File: src/rtl/seq_muldiv_ctrl_pkg.sv
// ---------------------------------------------------------------------------
// seq_muldiv_ctrl_pkg : FSM state and op-code encodings for the mul/div unit
// Revision 1.0
// ---------------------------------------------------------------------------
`default_nettype none

package seq_muldiv_ctrl_pkg;

   localparam logic [2:0] ST_IDLE = 3'd0;
   localparam logic [2:0] ST_PREP = 3'd1;
   localparam logic [2:0] ST_ITER = 3'd2;
   localparam logic [2:0] ST_FIX  = 3'd3;
   localparam logic [2:0] ST_DONE = 3'd4;

   localparam logic OP_MUL = 1'b0;
   localparam logic OP_DIV = 1'b1;

endpackage

`default_nettype wire

File: src/rtl/seq_muldiv_ctrl_arith.sv
// ---------------------------------------------------------------------------
// simplified_signed_adder / complimenter_2 : shared add/sub stage and negator
// Revision 1.0
// ---------------------------------------------------------------------------
`default_nettype none

module simplified_signed_adder #(
   parameter int WIDTH = 9
) (
   input  logic [WIDTH-1:0] a,
   input  logic [WIDTH-1:0] b,
   input  logic             add_sub,
   output logic [WIDTH-1:0] sum
);

   assign sum = add_sub ? (a - b) : (a + b);

endmodule

module complimenter_2 #(
   parameter int WIDTH = 8
) (
   input  logic [WIDTH-1:0] value_in,
   output logic [WIDTH-1:0] value_out
);

   assign value_out = ~value_in + WIDTH'(1);

endmodule

`default_nettype wire

File: src/rtl/seq_muldiv_ctrl.sv
// ---------------------------------------------------------------------------
// seq_muldiv_ctrl : iterative signed/unsigned multiply and restoring divide
// Revision 1.0
// ---------------------------------------------------------------------------
`default_nettype none

module seq_muldiv_ctrl #(
   parameter int WIDTH = 8
) (
   input  logic             clk,
   input  logic             reset,
   input  logic             start,
   input  logic             op,
   input  logic             sgn,
   input  logic [WIDTH-1:0] a,
   input  logic [WIDTH-1:0] b,
   output logic             busy,
   output logic             done,
   output logic [WIDTH-1:0] result_hi,
   output logic [WIDTH-1:0] result_lo,
   output logic             div_by_zero
);
   import seq_muldiv_ctrl_pkg::*;

   localparam int CW = $clog2(WIDTH);

   logic [2:0]       state;
   logic             op_q, sgn_q, dz_wait, neg_q, neg_rem;
   logic [WIDTH-1:0] a_q, b_q, opnd, acc, lo;
   logic [CW-1:0]    cnt;

   logic [WIDTH-1:0]   a_neg, b_neg, a_mag, b_mag, quot_neg, rem_neg;
   logic [2*WIDTH-1:0] prod_neg;
   logic [WIDTH:0]     add_a, add_b, sum, mul_step;

   complimenter_2 #(.WIDTH(WIDTH)) u_neg_a (.value_in(a_q), .value_out(a_neg));
   complimenter_2 #(.WIDTH(WIDTH)) u_neg_b (.value_in(b_q), .value_out(b_neg));
   complimenter_2 #(.WIDTH(WIDTH)) u_neg_quot (.value_in(lo), .value_out(quot_neg));
   complimenter_2 #(.WIDTH(WIDTH)) u_neg_rem (.value_in(acc), .value_out(rem_neg));
   complimenter_2 #(.WIDTH(2*WIDTH)) u_neg_prod (.value_in({acc, lo}), .value_out(prod_neg));

   assign a_mag = (sgn_q && a_q[WIDTH-1]) ? a_neg : a_q;
   assign b_mag = (sgn_q && b_q[WIDTH-1]) ? b_neg : b_q;

   // Divide feeds the shifted partial remainder; multiply feeds the accumulator.
   assign add_a = (op_q == OP_DIV) ? {acc, lo[WIDTH-1]} : {1'b0, acc};
   assign add_b = {1'b0, opnd};

   simplified_signed_adder #(.WIDTH(WIDTH+1)) u_step (
      .a       (add_a),
      .b       (add_b),
      .add_sub (op_q),
      .sum     (sum)
   );

   assign mul_step = lo[0] ? sum : add_a;

   assign busy = (state == ST_PREP) || (state == ST_ITER) || (state == ST_FIX);
   assign done = (state == ST_DONE);

   always_ff @(posedge clk or posedge reset) begin
      if (reset) begin
         state       <= ST_IDLE;
         op_q        <= OP_MUL;
         sgn_q       <= 1'b0;
         dz_wait     <= 1'b0;
         neg_q       <= 1'b0;
         neg_rem     <= 1'b0;
         a_q         <= '0;
         b_q         <= '0;
         opnd        <= '0;
         acc         <= '0;
         lo          <= '0;
         cnt         <= '0;
         result_hi   <= '0;
         result_lo   <= '0;
         div_by_zero <= 1'b0;
      end else begin
         case (state)
            ST_IDLE: begin
               if (start) begin
                  op_q    <= op;
                  sgn_q   <= sgn;
                  a_q     <= a;
                  b_q     <= b;
                  dz_wait <= 1'b0;
                  state   <= ST_PREP;
               end
            end
            ST_PREP: begin
               // A zero divisor holds PREP one extra cycle before reporting.
               if (op_q == OP_DIV && b_q == '0) begin
                  if (!dz_wait) begin
                     dz_wait <= 1'b1;
                  end else begin
                     result_lo   <= '1;
                     result_hi   <= a_q;
                     div_by_zero <= 1'b1;
                     state       <= ST_DONE;
                  end
               end else begin
                  div_by_zero <= 1'b0;
                  acc         <= '0;
                  cnt         <= '0;
                  neg_q       <= sgn_q & (a_q[WIDTH-1] ^ b_q[WIDTH-1]);
                  neg_rem     <= sgn_q & a_q[WIDTH-1];
                  lo          <= (op_q == OP_DIV) ? a_mag : b_mag;
                  opnd        <= (op_q == OP_DIV) ? b_mag : a_mag;
                  state       <= ST_ITER;
               end
            end
            ST_ITER: begin
               if (op_q == OP_DIV) begin
                  acc <= sum[WIDTH] ? add_a[WIDTH-1:0] : sum[WIDTH-1:0];
                  lo  <= {lo[WIDTH-2:0], ~sum[WIDTH]};
               end else begin
                  acc <= mul_step[WIDTH:1];
                  lo  <= {mul_step[0], lo[WIDTH-1:1]};
               end
               cnt <= cnt + CW'(1);
               if (cnt == CW'(WIDTH-1)) begin
                  state <= ST_FIX;
               end
            end
            ST_FIX: begin
               if (op_q == OP_DIV) begin
                  result_lo <= neg_q ? quot_neg : lo;
                  result_hi <= neg_rem ? rem_neg : acc;
               end else begin
                  {result_hi, result_lo} <= neg_q ? prod_neg : {acc, lo};
               end
               state <= ST_DONE;
            end
            ST_DONE: begin
               state <= ST_IDLE;
            end
            default: begin
               state <= ST_IDLE;
            end
         endcase
      end
   end

endmodule

`default_nettype wire
File: config.mk
export PLATFORM = sky130hd
export DESIGN_NAME = seq_muldiv_ctrl
export DESIGN_NICKNAME = d
export VERILOG_FILES = /design/src/rtl/seq_muldiv_ctrl_pkg.sv /design/src/rtl/seq_muldiv_ctrl_arith.sv /design/src/rtl/seq_muldiv_ctrl.sv
export SDC_FILE = /design/constraint.sdc
export NUM_CORES = 1
export LEC_CHECK = 0
export ABC_CLOCK_PERIOD_IN_PS = 4000
export CORE_ASPECT_RATIO = 0.75
export CORE_MARGIN = 2
export CORE_UTILIZATION = 47
export DETAILED_ROUTE_END_ITERATION = 6
export GPL_ROUTABILITY_DRIVEN = 0
export PLACE_DENSITY_LB_ADDON = 0.08
export SLEW_MARGIN = 20
export SYNTH_ARGS = -nofsm -noshare
export SYNTH_HDL_FRONTEND = slang
export SYNTH_SLANG_ARGS = --single-unit
File: constraint.sdc
create_clock -name clk -period 4 [get_ports clk]
set_input_delay 0.8 -clock clk [delete_from_list [all_inputs] [get_ports clk]]
set_output_delay 0.8 -clock clk [all_outputs]
set_load 0.005 [all_outputs]
# ---- Word-level counts from Yosys, hierarchy flattened
# Index checks and enable logic that the tools add are counted.
# W data, S select, Z words.
dict set report totals {
  ff_bits 68
  inputBits 21
  output_inout_bits 19
}
dict set report classes {
  addsub 8
  eq_ne 12
  mux 37
  bitwise_logic 10
  reduce_logical 17
}
# operator n
set ops {}
lappend ops {{$mux W8} 17}
lappend ops {{$pmux W8 S2} 4}
lappend ops {{$add A8 B1 Y8 const B} 4}
lappend ops {{$not A8 Y8} 4}
lappend ops {{$mux W9} 3}
lappend ops {{$add A16 B1 Y16 const B} 1}
lappend ops {{$mux W16} 1}
lappend ops {{$not A16 Y16} 1}
lappend ops {{$mux W3} 5}
lappend ops {{$pmux W3 S4} 1}
lappend ops {{$add A9 B8 Y9} 1}
lappend ops {{$reduce_and A3 Y1} 3}
lappend ops {{$sub A9 B8 Y9} 1}
lappend ops {{$logic_not A8 Y1} 1}
lappend ops {{$ne A2 B2 Y1 const B} 4}
lappend ops {{$reduce_and A2 Y1} 4}
lappend ops {{$eq A3 B2 Y1 const B} 2}
lappend ops {{$eq A3 B3 Y1 const B} 2}
lappend ops {{$pmux W3 S2} 1}
lappend ops {{$reduce_bool A2 Y1} 3}
lappend ops {{$mux W1} 4}
lappend ops {{$ne A2 B1 Y1 const B} 2}
lappend ops {{$add A3 B1 Y3 const B} 1}
lappend ops {{$eq A3 B1 Y1 const B} 1}
lappend ops {{other kinds (8)} 13}

# ---- Longest topological paths before layout
# Gate-level depths: netlist (run 1).
dict set report depth {
  depth_word 6
  mapped_depth 14
  ltp_nobuf 11
}

# ---- By module
# From an unflattened synthesis (run 1), not the netlist that was laid out.
dict set report hier_totals {
  hier_cells 552
  area_unflattened_um2 5397.7
}
# mod instances cells_each area_each_um2 seq_area_each_um2
set by_module_without_submodules {}
lappend by_module_without_submodules {seq_muldiv_ctrl 1 375 4027.6 1701.6}
lappend by_module_without_submodules {{complimenter_2 (u_neg_a ...)} 4 18 137.6 0.0}
lappend by_module_without_submodules {simplified_signed_adder 1 68 524.3 0.0}
lappend by_module_without_submodules {{complimenter_2 (u_neg_prod)} 1 37 295.3 0.0}

# ---- Worst setup path after synthesis (run 1)
# Ideal clock, no wire load.
dict set report synth_timing {
  kind {register to register}
  from {register op_q}
  to {register acc[1]}
  t_arrival_ns 3.009
  t_required_ns 3.859
  slack_ns 0.850
  stages_incl_launch_ff 15
  path_buffers 4
  synth_period_minus_slack_ns 3.150
  path_cell_list {dfrtp_1 > buf_4 > clkbuf_1 > clkbuf_1 > mux2i_1 > ha_1 > inv_1 > fa_1 > a211o_1 > o2111ai_1 > a32o_2 > xnor2_2 > buf_6 > mux2i_1 > o221ai_1}
}
dict set report synth_between {
  elab_chain_cells 6
  elab_cells_between_ends 11
}
# element line_no
set synth_rtl {}
lappend synth_rtl {{start, declared} seq_muldiv_ctrl.sv:28} ;# logic op_q, sgn_q, dz_wait, neg_q, neg_rem;
lappend synth_rtl {{start signal, assigned} seq_muldiv_ctrl.sv:82} ;# op_q <= op;
lappend synth_rtl {{$mux W9} seq_muldiv_ctrl.sv:46} ;# assign add_a = (op_q == OP_DIV) ? {acc, lo[WIDTH-1]} : {1'b0, acc};
lappend synth_rtl {{$add A9 B8 Y9 or $sub A9 B8 Y9 (tied branches)} seq_muldiv_ctrl_arith.sv:16} ;# assign sum = add_sub ? (a - b) : (a + b);
lappend synth_rtl {{$mux W9} seq_muldiv_ctrl_arith.sv:16}
lappend synth_rtl {{$mux W9 or $mux W8 (tied branches)} {seq_muldiv_ctrl.sv:56, seq_muldiv_ctrl.sv:114}}
lappend synth_rtl {{$mux W8} seq_muldiv_ctrl.sv:113} ;# if (op_q == OP_DIV) begin
lappend synth_rtl {{$pmux W8 S2} seq_muldiv_ctrl.sv:79} ;# case (state)
lappend synth_rtl {{end signal, assigned} seq_muldiv_ctrl.sv:114} ;# acc <= sum[WIDTH] ? add_a[WIDTH-1:0] : sum[WIDTH-1:0];
lappend synth_rtl {{end signal, assigned} seq_muldiv_ctrl.sv:117} ;# acc <= mul_step[WIDTH:1];
lappend synth_rtl {{end, declared} seq_muldiv_ctrl.sv:29} ;# logic [WIDTH-1:0] a_q, b_q, opnd, acc, lo;
# Several ways; a longest one is shown, not always the timed one.
# A chain may end at the register's enable or synchronous reset.

# ---- Final worst setup path (run 1)
# Ends and elaborated chain as after synthesis.

==> impl_metrics.py, run 1 <==
metrics = {
    "run_status": {
        "status": "complete, no violations",
    },
    "finish": {
        "drive_gt1_share_pct": 10.8,
        "final_cells": 669,
        "layout.nets": 569,
        "area_growth_pct": 16.7,
        "finalInstanceArea_sq_um": 5300,
        "diodes": 0,
    },
    "detailed_routing": {
        "drt_iter0_markers": 329,
        "dr.pass1.iters": 5,
        "wl_per_cell_um": 17.4,
        "via_per_inst": 5.74,
        "drc_errors": 0,
        "vias": 3839,
        "ant_nets": 0,
        "totalWireLength_um": 11700,
    },
    "sta": {
        "worst_slew_pin_slew_ns": 0.737,
        "slew_headroom_pct": 50.7,
        "finalSetupViolations": 0,
        "finalMaxSlewViolations": 0,
        "min_period_ns": 3.04,
        "finalClockSkew_ns": 0.00706,
        "rsz0062_at_grt": "no",
        "setup_tns_ns": 0,
        "fmax_mhz": 329,
        "finalHoldViolations": 0,
        "finalWorstSetupSlack_ns": 0.964,
        "fin_crit_sh_pct": 75.9,
    },
    "worst_setup_path": {
        "cp_cell_sequence": "mux2_2 -> ha_1 -> a211o_1 -> o2111ai_1 -> a32o_2 -> xnor2_2 -> mux2i_1 -> o221ai_1",
        "reg2reg_to": "acc[1]",
        "reg2reg_from": "op_q",
        "crit_type": "reg2reg",
        "setup.worst_path.end_class": "flip-flop",
        "reg2reg_depth": 8,
        "cpLargestDelayFamily": "compound AO/OA/AOI/OAI gates",
        "reg2reg_slack_ns": 0.96,
        "path_max_fanout": 24,
        "crit_arrival_ns": 3.23,
        "cpPeakStageDelay_ns": 0.66,
        "crit_path_start": "op_q",
        "cp.required_ns": 4.20,
        "cp_num_buf_inv": 0,
        "cpMaxStageDelayCell": "dfrtp_2",
        "start_kind": "flip-flop",
    },
    "hold_path": {
        "min_path_cells": 2,
        "min_from": "result_hi[2]",
        "hp-class": "reg2reg",
        "min_to": "result_hi[2]",
    },
    "global_routing": {
        "grt_max_degree": 51,
        "antenna_found_initial": 0,
        "grt.overflow.total": 0,
        "grt_pass1_wl_um": 19400,
        "first_global_vias": 3581,
        "grtUsageTotal_pct": 23.7,
    },
    "placement": {
        "placed_area_sq_um": 4970,
        "io_buffers": 39,
        "dp_hpwl_um": 8630,
        "dp_cells": 653,
        "place_ws_ns": 0.988,
    },
    "run": {
        "drv_cap": 0,
    },
    "yosys": {
        "synth.net_count": 549,
        "yosys.area.top_type": "dfrtp_1",
        "syn-cell-area_sq_um": 4540,
        "synthCells": 512,
        "synth-edff-count": 0,
        "yosysWarnings": 0,
        "syn_avg_cell_area_sq_um": 8.86,
        "synthArstFlopShare_pct": 100,
        "synth_seq_cells": 68,
        "ys.flop_type": "dfrtp_1",
        "yosysUniqueCellTypes": 67,
        "synth_top_area_share_pct": 37.5,
        "seq_area_frac_synth_pct": 37.5,
        "synth_area_leaders": "dfrtp_1, mux2_2, a21oi_1",
    },
    "clock_network": {
        "postCtsHoldBufs": 0,
        "cts.sinks": 68,
        "cts_buffers": 9,
        "clock_path_buffers": 2,
        "cts_tree": "done",
        "cts_resized": 0,
        "htree_num_levels": 3,
        "clk_pin_slew_ns": 0.06,
        "worstSkewPairLatency_ns": 0.33,
        "cts-root-buf": "clkbuf_16",
        "cts_setup_buffers": 0,
    },
    "die": {
        "die_area_sq_um": 10500,
        "die_w_um": 117,
        "fp-row-count": 31,
        "num_io_pins": 40,
        "die_height_um": 89.1,
        "core_sq_um": 9500,
        "start_util_pct": 47.7,
    },
}
-- through the flow --
stage	hold WS, ns	util (%)
after global placement	0.467	52.3
after global routing	0.511	55.7
after floorplan	0.468	-
final	0.491	55.7
after detailed placement	0.485	52.3
after CTS	0.500	55.7
-- cell usage after synthesis (3+ instances only) --
library cell	instances
dfrtp_1	68
nand2_1	51
nor2_1	44
a21oi_1	43
o21ai_0	40
clkbuf_1	23
mux2_2	22
xnor2_1	22
inv_1	16
mux2i_1	16
ha_1	15
nor3_1	14
xor2_1	13
nand3_1	10
and3_1	9
o22a_1	8
nand2b_1	7
a31oi_1	6
buf_2	5
a221oi_1	4
o211ai_1	4
and2_1	3
buf_1	3
nand3b_1	3
nor2b_1	3
nor4_1	3
or3_1	3
-- per-layer routing --
metal | track usage, % | part of all wire, % | wire [um]
met5 | 0 | 0 | 0
met4 | 6.13 | 1.1 | 127
met3 | 5.93 | 6.3 | 733
met2 | 36.4 | 43 | 5060
met1 | 33.7 | 49 | 5750
-- how the worst max path moves through the flow --
stage,end,slack (ns),depth (start not counted)
floorplan,acc[1],0.85,14
CTS,acc[1],0.99,8
global route,acc[1],0.75,9
global placement,acc[1],1.10,8
finish,acc[1],0.96,8
detailed placement,acc[1],0.99,8
-- logic make-up (layout without fill, tap and decap cells) --
group                    after synthesis  count (layout)  synth area share (%)
XOR/XNOR                              36              36                  7.12
buffers and inverters                 54              79                  5.10
AND/OR/NAND/NOR                      165             165                  18.1
adder cells (fa/ha/maj)               16              16                  4.58
multiplexers                          38              38                  8.99
flip-flops                            68              68                  37.5
AO/OA/AOI/OAI                        135             135                  18.6
-- worst register-to-register path, stage by stage (launching register included) --
cell and delay (ns):
dfrtp_2 0.66, mux2_2 0.40, ha_1 0.36, a211o_1 0.14
o2111ai_1 0.11, a32o_2 0.32, xnor2_2 0.55, mux2i_1 0.25
o221ai_1 0.11
-- cell usage in the layout, fill, tap and decap left out, types with 14 or more instances in the layout --
| cell type | netlist | layout |
|---|---|---|
| a21oi_1 | 43 | 43 |
| clkdlybuf4s50_1 | 0 | 39 |
| dfrtp_1 | 68 | 67 |
| ha_1 | 15 | 15 |
| inv_1 | 16 | 15 |
| mux2_2 | 22 | 22 |
| mux2i_1 | 16 | 16 |
| nand2_1 | 51 | 51 |
| nor2_1 | 44 | 44 |
| nor3_1 | 14 | 14 |
| o21ai_0 | 40 | 40 |
| xnor2_1 | 22 | 22 |
-- flip-flops by register name (all words and copies together), names as in the netlist --
signal / flops
b_q: 8
lo: 8
cnt: 3
result_lo: 8
sgn_q: 1
neg_q: 1
op_q: 1
div_by_zero: 1
opnd: 8
acc: 8
state: 3
result_hi: 8
a_q: 8
neg_rem: 1
dz_wait: 1
-- final cells by class --
cell class | instances | area (sq um)
flip-flops and latches | 68 | 1700
clock inverters | 7 | 98.8
repair buffers | 44 | 428
well taps | 132 | 165
fillers | 871 | 4210
inverters | 19 | 71.3
clock buffers | 9 | 225
multi-input cells | 390 | 2600
Power of run 1 is left out: the tool's default activity adds up to more than one toggle a clock period on the data nets, which glitch-free logic cannot reach.
==> inputs of run 2 (changes only) <==
--- a/config.mk
+++ b/config.mk
@@ -5,7 +5,7 @@
 export SDC_FILE = /design/constraint.sdc
 export NUM_CORES = 1
 export LEC_CHECK = 0
-export ABC_CLOCK_PERIOD_IN_PS = 4000
+export ABC_CLOCK_PERIOD_IN_PS = 2800
 export CORE_ASPECT_RATIO = 0.75
 export CORE_MARGIN = 2
 export CORE_UTILIZATION = 47
==> constraint.sdc (replaced) <==
create_clock -name clk -period 2.8 [get_ports clk]
set_input_delay 0.56 -clock clk [delete_from_list [all_inputs] [get_ports clk]]
set_output_delay 0.56 -clock clk [all_outputs]
set_load 0.005 [all_outputs]
==> impl_metrics.py, run 2 (synthesized netlist as in run 1, its figures left out) <==
metrics = {
    "detailed_routing": {
        "dr.pass1.iters": 4,
        "wl_per_cell_um": 17.0,
        "via_per_inst": 5.61,
        "vias": 3962,
        "totalWireLength_um": 12000,
        "ant_nets": 0,
        "drc_errors": 0,
        "drt_iter0_markers": 315,
    },
    "finish": {
        "final_common_cell": "dfrtp_1",
        "area_growth_pct": 24.6,
        "diodes": 0,
        "layout.nets": 606,
        "finalInstanceArea_sq_um": 5650,
        "multiInputGateArea_sq_um": 2660,
        "num-fill-cells": 852,
        "final_cell_mix": "dfrtp_1, nand2_1, nor2_1",
        "drive_gt1_share_pct": 17.6,
        "regArea_sq_um": 1710,
    },
    "sta": {
        "finalHoldViolations": 0,
        "finalClockSkew_ns": 0.00490,
        "setup_tns_ns": 0,
        "slew_headroom_pct": 52.8,
        "fin_crit_sh_pct": 96.2,
        "finalMaxSlewViolations": 0,
        "worst_slew_pin_slew_ns": 0.706,
        "whs_ns": 0.475,
        "finalWorstSetupSlack_ns": 0.105,
        "fmax_mhz": 371,
        "finalSetupViolations": 0,
        "min_period_ns": 2.69,
        "rsz0062_at_grt": "yes",
    },
    "global_routing": {
        "grtUsageTotal_pct": 23.8,
        "grt.overflow.total": 0,
        "first_global_vias": 3629,
        "grt_pass1_wl_um": 19400,
        "grt_max_degree": 31,
        "antenna_found_initial": 0,
    },
    "worst_setup_path": {
        "setup.worst_path.end_class": "flip-flop",
        "reg2reg_depth": 10,
        "reg2reg_slack_ns": 0.11,
        "worstSetupEndpoint": "acc[1]",
        "crit_path_start": "op_q",
        "reg2reg_to": "acc[1]",
        "cp.required_ns": 2.99,
        "crit_arrival_ns": 2.89,
        "path_max_fanout": 9,
        "start_kind": "flip-flop",
        "reg2reg_from": "op_q",
        "crit_type": "reg2reg",
    },
    "clock_network": {
        "clk_pin_slew_ns": 0.06,
        "worstSkewPairLatency_ns": 0.33,
        "clock_path_buffers": 2,
        "cts.sinks": 68,
        "cts_buffers": 9,
        "htree_num_levels": 3,
        "cts-root-buf": "clkbuf_16",
        "cts_tree": "done",
    },
    "placement": {
        "place_ws_ns": -0.0397,
        "placed_area_sq_um": 5230,
        "dp_hpwl_um": 8980,
        "io_buffers": 39,
    },
    "die": {
        "num_io_pins": 40,
        "core_sq_um": 9500,
        "die_area_sq_um": 10500,
        "fp-row-count": 31,
        "die_height_um": 89.1,
        "die_w_um": 117,
        "start_util_pct": 47.7,
    },
    "run_status": {
        "status": "complete, no violations",
    },
    "hold_path": {
        "hp-class": "reg2reg",
    },
    "run": {
        "drv_cap": 0,
    },
}
run 2: layout make-up:
type / instances / area share (%)
Multi-Input combinational cell: 391 / 47.0
Sequential cell: 68 / 30.2
Clock inverter: 7 / 2.15
Clock buffer: 9 / 3.98
Tap cell: 132 / 2.92
Inverter: 19 / 1.26
Timing Repair Buffer: 80 / 12.5
run 2: what timing repair did:
item	4_1_cts	5_1_grt
gates resized for setup	1	6
gates cloned	0	1
endpoints found under the setup margin	2	7
pin swaps	0	2
setup buffers	0	4
hold buffers	0	0
run 2: per-layer routing:
layer | track usage (%) | wire, um | share of wire, % | up-vias
li1 | - | - | - | 1947
met1 | 35.3 | 6190 | 51 | 1903
met2 | 34.9 | 5000 | 42 | 94
met3 | 5.10 | 597 | 5.0 | 18
met4 | 7.01 | 232 | 1.9 | 0
met5 | 0 | 0 | 0 | -
run 2: how the worst min path moves through the flow:
stage / startpoint / endpoint / slack, ns / cells past startpoint
floorplan: cnt[0] / cnt[0] / 0.47 / 1
global placement: result_hi[0] / result_hi[0] / 0.46 / 2
detailed placement: result_hi[2] / result_hi[2] / 0.47 / 2
CTS: result_hi[2] / result_hi[2] / 0.48 / 2
global route: result_hi[0] / result_hi[0] / 0.51 / 2
finish: result_hi[2] / result_hi[2] / 0.47 / 2
run 2: stage by stage:
stage / instances / utilization [%]
2_1_floorplan: 512 / -
3_3_place_gp: 685 / 55.0
3_5_place_dp: 685 / 55.0
4_1_cts: 701 / 58.8
5_1_grt: 706 / 59.5
6_report: 706 / 59.5
run 2: worst max-delay path, cell delays in order, from the launching register on:
cell       delay, ns
dfrtp_4         0.53
mux2i_1         0.17
ha_1            0.18
inv_1           0.05
fa_2            0.37
a211o_1         0.27
o2111ai_1       0.10
a32o_2          0.34
xnor2_4         0.20
mux2i_1         0.24
o221ai_1        0.12
Power of run 2 is left out for the same reason.
